--- config.mk ---
export PLATFORM = sky130hd
export DESIGN_NAME = sram_arbiter
export DESIGN_NICKNAME = d
export VERILOG_FILES = /design/src/rtl/sram_arbiter.sv
export SDC_FILE = /design/constraint.sdc
export NUM_CORES = 1
export LEC_CHECK = 0
export ABC_AREA = 1
export BUFFER_PORTS_ARGS = -buffer_cell sky130_fd_sc_hd__buf_2
export CORE_ASPECT_RATIO = 2
export CORE_MARGIN = 5
export CORE_UTILIZATION = 35
export CTS_BUF_LIST = sky130_fd_sc_hd__clkbuf_8
export CTS_CLUSTER_SIZE = 16
export DETAILED_ROUTE_END_ITERATION = 6
export GPL_ROUTABILITY_DRIVEN = 0
export PLACE_DENSITY = 0.8
export SYNTH_ARGS = -nofsm -noshare
export SYNTH_HDL_FRONTEND = slang
export SYNTH_SLANG_ARGS = --single-unit
--- constraint.sdc ---
create_clock -name clock -period 1.1 [get_ports clock]
set_input_delay 0 -clock clock [delete_from_list [all_inputs] [get_ports clock]]
set_output_delay 0 -clock clock [all_outputs]
set_load 0.005 [all_outputs]
--- src/rtl/sram_arbiter.sv ---
// Shares one single-port synchronous SRAM between the AVR core data port and a
// secondary requester; the core has default priority, the secondary port gets idle cycles plus a forced slot.
module sram_arbiter #(
  parameter int AW     = 17,
  parameter int STARVE = 4
) (
  input  logic          clock,
  input  logic          reset,
  input  logic          cpu_req,
  input  logic [15:0]   cpu_address,
  input  logic [7:0]    cpu_data_o,
  input  logic          cpu_wren,
  output logic [7:0]    cpu_data_i,
  output logic          cpu_stall,
  input  logic          dma_req,
  input  logic          dma_we,
  input  logic [AW-1:0] dma_address,
  input  logic [7:0]    dma_wdata,
  output logic          dma_ack,
  output logic          dma_rvalid,
  output logic [7:0]    dma_rdata,
  output logic [AW-1:0] mem_address,
  output logic [7:0]    mem_data_o,
  output logic          mem_wren,
  input  logic [7:0]    mem_data_i
);

  localparam int CW = (STARVE < 1) ? 1 : $clog2(STARVE + 1);
  localparam logic [CW-1:0] STARVE_MAX = CW'(STARVE);

  typedef enum logic {OWN_CPU = 1'b0, OWN_DMA = 1'b1} owner_t;

  logic [CW-1:0] starve_cnt_p1;
  owner_t        last_owner_p1;
  logic          last_rd_p1;
  logic [7:0]    cpu_hold_p1;
  logic [7:0]    dma_hold_p1;
  logic          gnt_dma;

  function automatic logic [CW-1:0] sat_inc(input logic [CW-1:0] v);
    return (v == STARVE_MAX) ? v : v + 1'b1;
  endfunction

  assign gnt_dma = dma_req & (~cpu_req | (starve_cnt_p1 == STARVE_MAX));

  // Stage 0: combinational grant and SRAM port mux
  always_comb begin
    mem_address = AW'(cpu_address);
    mem_data_o  = cpu_data_o;
    mem_wren    = cpu_req & cpu_wren;
    dma_ack     = 1'b0;
    cpu_stall   = 1'b0;
    if (gnt_dma) begin
      mem_address = dma_address;
      mem_data_o  = dma_wdata;
      mem_wren    = dma_we;
      dma_ack     = 1'b1;
      cpu_stall   = cpu_req;
    end
    if (reset) begin
      mem_wren  = 1'b0;
      dma_ack   = 1'b0;
      cpu_stall = 1'b0;
    end
  end

  // Stage 1: ownership history and read-data steering for the returning cycle
  always_ff @(posedge clock) begin
    if (reset) begin
      starve_cnt_p1 <= '0;
      last_owner_p1 <= OWN_CPU;
      last_rd_p1    <= 1'b0;
      cpu_hold_p1   <= 8'h00;
      dma_hold_p1   <= 8'h00;
    end else begin
      starve_cnt_p1 <= (gnt_dma | ~dma_req) ? '0 : sat_inc(starve_cnt_p1);
      last_owner_p1 <= gnt_dma ? OWN_DMA : OWN_CPU;
      last_rd_p1    <= gnt_dma ? ~dma_we : (cpu_req & ~cpu_wren);
      if (last_owner_p1 == OWN_CPU)
        cpu_hold_p1 <= mem_data_i;
      if (dma_rvalid)
        dma_hold_p1 <= mem_data_i;
    end
  end

  assign dma_rvalid = (last_owner_p1 == OWN_DMA) & last_rd_p1;
  assign dma_rdata  = dma_rvalid ? mem_data_i : dma_hold_p1;
  // The core only ever sees data fetched on its own cycles.
  assign cpu_data_i = (last_owner_p1 == OWN_CPU) ? mem_data_i : cpu_hold_p1;

endmodule

==> impl_metrics.json, run 1 <==
{
  "cts_tree": "yes",
  "final_cell_mix": "sky130_fd_sc_hd__buf_2, sky130_fd_sc_hd__nand2_1, sky130_fd_sc_hd__nand3_1, sky130_fd_sc_hd__nand2_2, sky130_fd_sc_hd__inv_1",
  "synth.net_count": 276,
  "post-route-min-period_ps": 1420,
  "cts_root_buf": "sky130_fd_sc_hd__clkbuf_8",
  "ctsHtreeMaxLevel": 1,
  "synth.yosys.warnings": 0,
  "place.detailed.hpwl_um": 3220,
  "synth.ff_latch_count": 21,
  "timing.final.hold_violations": 0,
  "hp-class": "in2reg",
  "cp_max_fanout": 8,
  "synth_area_um2": 1260,
  "rsz0062_at_grt": "yes",
  "power.leakage_nw": 1.33,
  "fin_worst_skew_ps": 2.12,
  "setup_ws_ps": -319,
  "yosysSeqAreaShare": 0.332,
  "detailroute.wirelength.met2_um": 2400,
  "antennaDiodeCount": 0,
  "fillers": 352,
  "clock.fmax_mhz": 704,
  "remaining_drcs": 0,
  "final_antenna_net_count": 0,
  "failed_checks": "setup timing",
  "max-vdd-ir-drop_mv": 0.420,
  "crit_type": "reg2out",
  "slew_headroom": 0.710,
  "layout.nets": 392,
  "antenna_found_initial": 0,
  "fin_total_pwr_mw": 1.85,
  "grt_first_pass_wirelength_um": 6270,
  "finalCritPeriodShare": 1.29,
  "gr-usage-all-layers": 0.161,
  "worstPathArrival_ps": 1420,
  "tightestPinTransition_ps": 435,
  "status": "complete, but fails checks",
  "cap_viol_max_count": 0,
  "initialDrtViolationCount": 15,
  "maximum_number_of_pins_on_one_net_before_global_route_repair": 22,
  "start_kind": "flip-flop",
  "finalSetupViolations": 47,
  "ioPinCount": 108,
  "dieWidth_um": 52.5,
  "routed_vias_inst": 4.60,
  "initial_utilization": 0.354,
  "wire_length_on_met3_um": 336,
  "drt_first_pass_iters": 4,
  "wl_per_cell_um": 11.6,
  "netlist_instances": 211,
  "clk_transition_reported_paths_ps": 70,
  "die_area_um2": 4990,
  "syn_avg_cell_area_um2": 6.00,
  "maxSlewViolCount": 0,
  "insertion_delay_ps": 250,
  "routed-via-count": 1725,
  "layout_commonest_cell": "sky130_fd_sc_hd__buf_2",
  "drt-met1-wl_um": 1530,
  "cts_inserted_buffers": 3,
  "crit_required_ps": 1100,
  "globalRouteOverflowTotal": 0,
  "total_number_of_placement_rows": 31,
  "port_buffers": 107,
  "core_outline_area_um2": 3570,
  "yosys.cell_types.count": 18,
  "cts-root-to-sink-buffers": 2,
  "cts_hold_repair.buffers": 0,
  "die_height_um": 95.0,
  "top_signal_layer_used": "met4",
  "cts.sink_count": 21,
  "layout-drive-gt1-share": 0.528,
  "pre_cts_slack_ps": -140,
  "routed_wirelength_um": 4350,
  "power-per-cell-area_nw_per_um2": 834,
  "timing.critical_path.to_type": "output port",
  "vias_in_the_first_global_route": 1641,
  "area_growth_syn_to_layout_pct": 75.2
}
critical path, cell delays in order (launching register included):
cell and delay [ps]:
sky130_fd_sc_hd__dfxtp_2 330, sky130_fd_sc_hd__inv_2 50, sky130_fd_sc_hd__ha_4 150, sky130_fd_sc_hd__nand2_4 80, sky130_fd_sc_hd__nand2_8 70, sky130_fd_sc_hd__nand2_8 110
sky130_fd_sc_hd__clkbuf_16 170, sky130_fd_sc_hd__nand2_2 40, sky130_fd_sc_hd__nand2_1 40, sky130_fd_sc_hd__buf_2 110
metal layers:
metal	track usage	vias to the layer above
met4	0.0896	0
met5	0	-
met3	0.0188	6
li1	-	878
met1	0.169	753
met2	0.295	88
flip-flops by register name, summed over array words and instances, names as in the netlist:
signal	count
starve_cnt_p1	3
last_owner_p1	1
cpu_hold_p1	8
last_rd_p1	1
dma_hold_p1	8
cells in the mapped netlist:
cell type | count | area share
sky130_fd_sc_hd__a21oi_1 | 9 | 0.036
sky130_fd_sc_hd__buf_2 | 6 | 0.024
sky130_fd_sc_hd__buf_4 | 1 | 0.0059
sky130_fd_sc_hd__buf_6 | 3 | 0.027
sky130_fd_sc_hd__clkbuf_1 | 2 | 0.0059
sky130_fd_sc_hd__dfxtp_1 | 21 | 0.33
sky130_fd_sc_hd__ha_1 | 2 | 0.020
sky130_fd_sc_hd__inv_1 | 25 | 0.074
sky130_fd_sc_hd__nand2_1 | 85 | 0.25
sky130_fd_sc_hd__nand2_2 | 3 | 0.015
sky130_fd_sc_hd__nand2_4 | 1 | 0.0089
sky130_fd_sc_hd__nand3_1 | 26 | 0.10
sky130_fd_sc_hd__nand3b_1 | 1 | 0.0059
sky130_fd_sc_hd__nor2_1 | 15 | 0.045
sky130_fd_sc_hd__nor3_1 | 1 | 0.0040
sky130_fd_sc_hd__o21ai_0 | 8 | 0.032
sky130_fd_sc_hd__o21ai_1 | 1 | 0.0040
sky130_fd_sc_hd__xnor2_1 | 1 | 0.0069
through the flow:
stage	hold WS [ps]	util	setup TNS [ps]	instance area (um2)	std cells
2_1_floorplan	70.7	-	0	1280	211
3_3_place_gp	255	0.525	-2070	1870	362
3_5_place_dp	256	0.525	-3320	1870	362
4_1_cts	9.73	0.570	-8850	2030	369
5_1_grt	16.2	0.621	-12780	2220	375
6_report	6.64	0.621	-8970	2220	375
worst paths after layout:
path,slack (ps),cells past startpoint,start,to
worst min-delay path,7,3,mem_data_i[1],dma_hold_p1[1]
worst min register to register,470,2,cpu_hold_p1[7],cpu_hold_p1[7]
worst max-delay path,-320,9,starve_cnt_p1[1],mem_address[15]
worst max register to register,-50,7,starve_cnt_p1[1],starve_cnt_p1[1]
what timing repair did:
action,4_1_cts,5_1_grt
gates cloned,1,3
setup buffers,2,3
endpoints found under the setup margin,42,46
gates resized for setup,32,30
pin swaps,3,6
report_power, final:
part	total [mW]	internal (mW)	switching, mW	leakage [nW]
clock	0.474	0.248	0.226	0.0269
combinational	0.572	0.289	0.283	1.13
sequential	0.803	0.786	0.0164	0.174
area by class of cell:
type	count	area (um2)	area share
clock buffers	3	41.3	0.0186
clock inverters	1	3.75	0.00169
well taps	49	61.3	0.0277
multi-input cells	155	868	0.392
inverters	25	97.6	0.0440
repair buffers	121	713	0.322
flip-flops and latches	21	430	0.194
cell families (layout without fill, tap and decap cells):
family                   after synthesis  in the layout  share of synthesized area
AND/OR/NAND/NOR                      132            134                      0.433
XOR/XNOR                               1              1                    0.00693
adder cells (fa/ha/maj)                2              2                     0.0198
buffers and inverters                 37            150                      0.137
AO/OA/AOI/OAI                         18             18                     0.0712
flip-flops                            21             21                      0.332
(Power assumes the default switching activity.)
==> run 2, diff against run 1 <==
==> constraint.sdc (replaced) <==
create_clock -name clock -period 1.3 [get_ports clock]
set_input_delay 0 -clock clock [delete_from_list [all_inputs] [get_ports clock]]
set_output_delay 0 -clock clock [all_outputs]
set_load 0.005 [all_outputs]
==> run 2 against run 1 <==
  * The flow still finishes with violations (setup timing)
  * Register-to-register slack improved by 160 ps
  * Clock power decreased by 15%
  * Clock-buffer cell count unchanged
  * Global-route usage increased by 0.31 points
  * Clock skew increased by 2.4 ps
  * Power decreased by 14%
  * Via count increased by 0.87%
  * Core utilization increased by 1.3 points
  * Worst setup slack improved by 110 ps
  * Non-clock buffer count increased by 8
  * Die area unchanged
  * First-iteration DRC count increased by 40%
  * Largest cell class is now buffers
==> impl_metrics.json, run 2 (synthesized netlist as in run 1, its figures left out) <==
{
  "dieWidth_um": 52.5,
  "post-route-min-period_ps": 1510,
  "r2r.worst_path.cells": 8,
  "failed_checks": "setup timing",
  "tightestPinTransition_ps": 451,
  "total_number_of_placement_rows": 31,
  "start_kind": "flip-flop",
  "insertion_delay_ps": 250,
  "grt_first_pass_wirelength_um": 6360,
  "timing.critical_path.to_type": "output port",
  "maximum_number_of_pins_on_one_net_before_global_route_repair": 25,
  "fin_total_pwr_mw": 1.60,
  "cap_viol_max_count": 0,
  "place.detailed.hpwl_um": 3180,
  "layout-drive-gt1-share": 0.527,
  "setup_ws_ps": -209,
  "largest_registers": "cpu_hold_p1: 8 flops, dma_hold_p1: 8 flops, starve_cnt_p1: 3 flops",
  "power.internal_mw": 1.15,
  "die_height_um": 95.0,
  "power-per-cell-area_nw_per_um2": 705,
  "remaining_drcs": 0,
  "cts-root-to-sink-buffers": 2,
  "cts_inserted_buffers": 3,
  "crit_required_ps": 1300,
  "worstPathArrival_ps": 1510,
  "layout_commonest_cell": "sky130_fd_sc_hd__buf_2",
  "die_area_um2": 4990,
  "routed_wirelength_um": 4410,
  "ctsHtreeMaxLevel": 1,
  "number_of_standard_cells_in_the_layout_taps_in_and_fillers_out": 381,
  "clock.fmax_mhz": 663,
  "timing.setup.tns_ps": -4920,
  "power_frac_seq": 0.424,
  "gr-usage-all-layers": 0.164,
  "final_antenna_net_count": 0,
  "hp-class": "in2reg",
  "power.leakage_nw": 1.39,
  "initialDrtViolationCount": 21,
  "cts_tree": "yes",
  "pre_cts_slack_ps": 5.31,
  "clkPwrFrac": 0.254,
  "antennaDiodeCount": 0,
  "layout.nets": 398,
  "rsz0062_at_grt": "yes",
  "final_cell_mix": "sky130_fd_sc_hd__buf_2, sky130_fd_sc_hd__nand2_1, sky130_fd_sc_hd__nand3_1, sky130_fd_sc_hd__nand2_2, sky130_fd_sc_hd__inv_1",
  "cts_root_buf": "sky130_fd_sc_hd__clkbuf_8",
  "wl_per_cell_um": 11.6,
  "status": "complete, but fails checks",
  "area_growth_syn_to_layout_pct": 78.7,
  "crit_type": "reg2out",
  "port_buffers": 107,
  "core_outline_area_um2": 3570,
  "netSwitchingPower_mw": 0.445,
  "timing.final.hold_violations": 0,
  "ioPinCount": 108,
  "initial_utilization": 0.354,
  "maxSlewViolCount": 0,
  "sw_frac_of_total": 0.279,
  "cp_max_fanout": 3,
  "routed-via-count": 1740,
  "routed_vias_inst": 4.57,
  "finalCritPeriodShare": 1.16,
  "drt_first_pass_iters": 4,
  "slew_headroom": 0.700,
  "dp_cells": 360,
  "antenna_found_initial": 0,
  "share_comb_of_total_power": 0.323,
  "cts.sink_count": 21,
  "vias_in_the_first_global_route": 1629,
  "worst_hold_path.num_cells": 3,
  "globalRouteOverflowTotal": 0,
  "max-vdd-ir-drop_mv": 0.458,
  "finalSetupViolations": 28,
  "clk_transition_reported_paths_ps": 70,
  "fin_worst_skew_ps": 4.57
}
==> run 2: timing repair <==
action,in CTS,in global routing
setup endpoints to repair,28,44
hold buffers,0,0
gates cloned,2,1
gates resized for setup,19,38
buffers inserted,8,6
pin swaps,3,6
==> run 2: final cells by class <==
class,instances,area [um2]
Multi-Input combinational cell,153,806
Inverter,25,97.6
Tap cell,49,61.3
Timing Repair Buffer,129,826
Clock inverter,1,5.00
Sequential cell,21,424
Clock buffer,3,41.3
Fill cell,347,1310
==> run 2: per-layer routing <==
metal	share of wire	GRT usage	vias to the layer above
li1	-	-	887
met1	0.32	0.148	763
met2	0.57	0.326	80
met5	0	0	-
met4	0.031	0.0853	0
met3	0.074	0.0250	10
==> run 2: stage by stage <==
| step | util | hold slack (ps) | area [um2] |
|---|---|---|---|
| after CTS | 0.581 | 17.0 | 2070 |
| after floorplan | - | 70.7 | 1260 |
| final | 0.634 | 16.6 | 2260 |
| after global placement | 0.514 | 255 | 1830 |
| after global routing | 0.634 | 34.8 | 2260 |
| after detailed placement | 0.514 | 257 | 1830 |
==> run 2: worst max-delay path, cell delays in order (launching register included) <==
cell	delay, ps
sky130_fd_sc_hd__dfxtp_2	330
sky130_fd_sc_hd__inv_2	80
sky130_fd_sc_hd__ha_4	140
sky130_fd_sc_hd__nand2_4	50
sky130_fd_sc_hd__nand2_4	70
sky130_fd_sc_hd__nand2_4	70
sky130_fd_sc_hd__buf_4	140
sky130_fd_sc_hd__buf_4	120
sky130_fd_sc_hd__nor3_2	110
sky130_fd_sc_hd__buf_2	140
==> run 2: worst paths after layout <==
| kind | from | slack, ps | to |
|---|---|---|---|
| max | starve_cnt_p1[1] | -210 | cpu_stall |
| max reg2reg | starve_cnt_p1[1] | 110 | last_owner_p1 |
| min reg2reg | cpu_hold_p1[3] | 470 | cpu_hold_p1[3] |
| min | mem_data_i[5] | 20 | dma_hold_p1[5] |
==> run 2: power groups by stage <==
stage | Combinational [mW] | Sequential [mW] | Clock [mW]
2_1_floorplan | 0.184 | 0.687 | 0
3_3_place_gp | 0.387 | 0.688 | 0
3_5_place_dp | 0.392 | 0.688 | 0
4_1_cts | 0.453 | 0.674 | 0.419
5_1_grt | 0.569 | 0.678 | 0.451
6_report | 0.515 | 0.676 | 0.404
==> run 3, diff against run 2 <==
--- a/config.mk
+++ b/config.mk
@@ -14,7 +14,9 @@
 export CTS_CLUSTER_SIZE = 16
 export DETAILED_ROUTE_END_ITERATION = 6
 export GPL_ROUTABILITY_DRIVEN = 0
+export HOLD_SLACK_MARGIN = 0.03
 export PLACE_DENSITY = 0.8
+export SETUP_SLACK_MARGIN = 0.5
 export SYNTH_ARGS = -nofsm -noshare
 export SYNTH_HDL_FRONTEND = slang
 export SYNTH_SLANG_ARGS = --single-unit
==> run 3 against run 2 <==
  * Power increased by 5.7%
  * Register-to-register slack about the same
  * Clock skew decreased by 2.9 ps
  * Fmax increased by 5.0%
  * Sequential power increased by 3%
  * Die area unchanged
  * Clock-buffer cell count unchanged
  * The flow still finishes with violations (setup timing)
  * Cell count increased by 3.1%
==> impl_metrics.json, run 3 (synthesized netlist as in run 1, its figures left out) <==
{
  "final_antenna_net_count": 0,
  "wire_length_on_met3_um": 263,
  "initialDrtViolationCount": 16,
  "wl_per_cell_um": 13.1,
  "gr-usage-all-layers": 0.184,
  "cap_viol_max_count": 0,
  "total_number_of_placement_rows": 31,
  "max-vdd-ir-drop_mv": 0.465,
  "finalSetupViolations": 28,
  "crit_type": "reg2out",
  "routed_vias_inst": 4.73,
  "insertion_delay_ps": 250,
  "die_height_um": 95.0,
  "area_growth_syn_to_layout_pct": 114,
  "pre_cts_slack_ps": 112,
  "maxSlewViolCount": 0,
  "cts_root_buf": "sky130_fd_sc_hd__clkbuf_8",
  "crit_required_ps": 1300,
  "r2r.worst_path.cells": 8,
  "worst_r2r_endpoint": "last_rd_p1",
  "port_buffers": 107,
  "start_kind": "flip-flop",
  "grt_first_pass_wirelength_um": 7240,
  "layout_commonest_cell": "sky130_fd_sc_hd__buf_2",
  "cts_hold_repair.buffers": 2,
  "initial_utilization": 0.354,
  "layout.nets": 410,
  "clock.fmax_mhz": 696,
  "min_delay_src": "mem_data_i[7]",
  "worst_hold_path.num_cells": 3,
  "finalCritPeriodShare": 1.11,
  "remaining_drcs": 0,
  "maximum_number_of_pins_on_one_net_before_global_route_repair": 23,
  "ctsHtreeMaxLevel": 1,
  "cts_tree": "yes",
  "drt-met1-wl_um": 1800,
  "postPlaceCellArea_um2": 1900,
  "timing.final.hold_violations": 0,
  "power.leakage_nw": 1.55,
  "failed_checks": "setup timing",
  "die_area_um2": 4990,
  "antennaDiodeCount": 0,
  "number_of_standard_cells_in_the_layout_taps_in_and_fillers_out": 393,
  "min_delay_worst_endpoint": "dma_hold_p1[7]",
  "timing.setup.tns_ps": -3060,
  "setup_ws_ps": -138,
  "antenna_found_initial": 0,
  "clk_transition_reported_paths_ps": 70,
  "power-per-cell-area_nw_per_um2": 624,
  "r2r_setup_slack_ps": 100,
  "r2r_start": "starve_cnt_p1[0]",
  "rsz0062_at_grt": "yes",
  "largest_registers": "cpu_hold_p1: 8 flops, dma_hold_p1: 8 flops, starve_cnt_p1: 3 flops",
  "fin_worst_skew_ps": 1.68,
  "detailroute.wirelength.met2_um": 3030,
  "place.detailed.hpwl_um": 3270,
  "timing.critical_path.to_type": "output port",
  "slew_headroom": 0.829,
  "worstPathArrival_ps": 1440,
  "final_cell_area_um2": 2700,
  "critPathMaxStageDelay_ps": 330,
  "cts-root-to-sink-buffers": 2,
  "final_cell_mix": "sky130_fd_sc_hd__buf_2, sky130_fd_sc_hd__nand2_1, sky130_fd_sc_hd__nand2_2, sky130_fd_sc_hd__nand3_1, sky130_fd_sc_hd__buf_6",
  "crit_path_cell_trace": "inv_2 > ha_4 > nand2_4 > nand2_8 > nand2_8 > clkbuf_16 > nand2_1 > nand2_1 > buf_2",
  "dp_cells": 360,
  "tightestPinTransition_ps": 257,
  "dieWidth_um": 52.5,
  "globalRouteOverflowTotal": 0,
  "fin_total_pwr_mw": 1.69,
  "hp-class": "in2reg",
  "drt_first_pass_iters": 4,
  "worst_path_max_delay_cell": "sky130_fd_sc_hd__dfxtp_2",
  "cp_max_fanout": 5,
  "cts_inserted_buffers": 3,
  "status": "complete, but fails checks",
  "vias_in_the_first_global_route": 1802,
  "layout-drive-gt1-share": 0.645,
  "top_signal_layer_used": "met4",
  "routed-via-count": 1858,
  "ioPinCount": 108,
  "post-route-min-period_ps": 1440,
  "cts.sink_count": 21,
  "core_outline_area_um2": 3570,
  "routed_wirelength_um": 5150
}
==> run 3: changes by cell type in the layout (fill, tap and decap cells not counted), sizes merged <==
| cell | before | now |
|---|---|---|
| nand2 | 89 | 91 |
| clkinv | 1 | 0 |
| clkinvlp | 1 | 0 |
| dlygate4sd3 | 0 | 2 |
| inv | 24 | 26 |
| buf | 128 | 136 |
==> run 3: per-layer routing <==
metal  up-vias  GRT usage
met2        80      0.371
met3         4     0.0156
li1        914          -
met5         -          0
met1       860      0.182
met4         0     0.0682
==> run 3: critical path, delay by kind of cell, from the launching register on <==
| kind | cells | cell delay [ps] |
|---|---|---|
| fa+ha+maj | 1 | 140 |
| buf+inv | 3 | 360 |
| flops | 1 | 330 |
| simple gates | 5 | 340 |
==> run 3: worst max-delay path by stage <==
stage,start,endpoint,slack [ps],cells past startpoint
after detailed placement,starve_cnt_p1[1],mem_address[8],110,8
after global placement,starve_cnt_p1[1],mem_data_o[1],120,8
after floorplan,starve_cnt_p1[0],mem_address[10],240,9
after CTS,starve_cnt_p1[0],mem_data_o[4],-110,9
final,starve_cnt_p1[1],mem_address[9],-140,9
after global routing,starve_cnt_p1[1],cpu_stall,-220,8
==> run 3: timing repair <==
item | in CTS | in global routing
pin swaps | 19 | 9
setup endpoints to repair | 66 | 66
gates resized for setup | 63 | 59
setup buffers | 10 | 13
gates cloned | 2 | 2
endpoints found under the hold margin | 10 | 1
==> run 3: metrics by stage <==
step / utilization / hold WS (ps)
after floorplan: - / 80.4
after global placement: 0.533 / 252
after detailed placement: 0.533 / 258
after CTS: 0.649 / 5.49
after global routing: 0.757 / 20.8
final: 0.757 / 12.9
==> run 3: area by class of cell <==
cell class	instances	area [um2]
Clock buffer	3	41.3
Fill cell	279	866
Inverter	25	101
Multi-Input combinational cell	155	1090
Timing Repair Buffer	139	971
Sequential cell	21	430
Clock inverter	1	3.75
Tap cell	49	61.3
==> run 3: where the power goes <==
group | total (mW) | switching [mW] | internal (mW) | leakage [nW]
registers | 0.693 | 0.0275 | 0.665 | 0.174
clock network | 0.410 | 0.200 | 0.210 | 0.0269
logic | 0.584 | 0.282 | 0.302 | 1.34
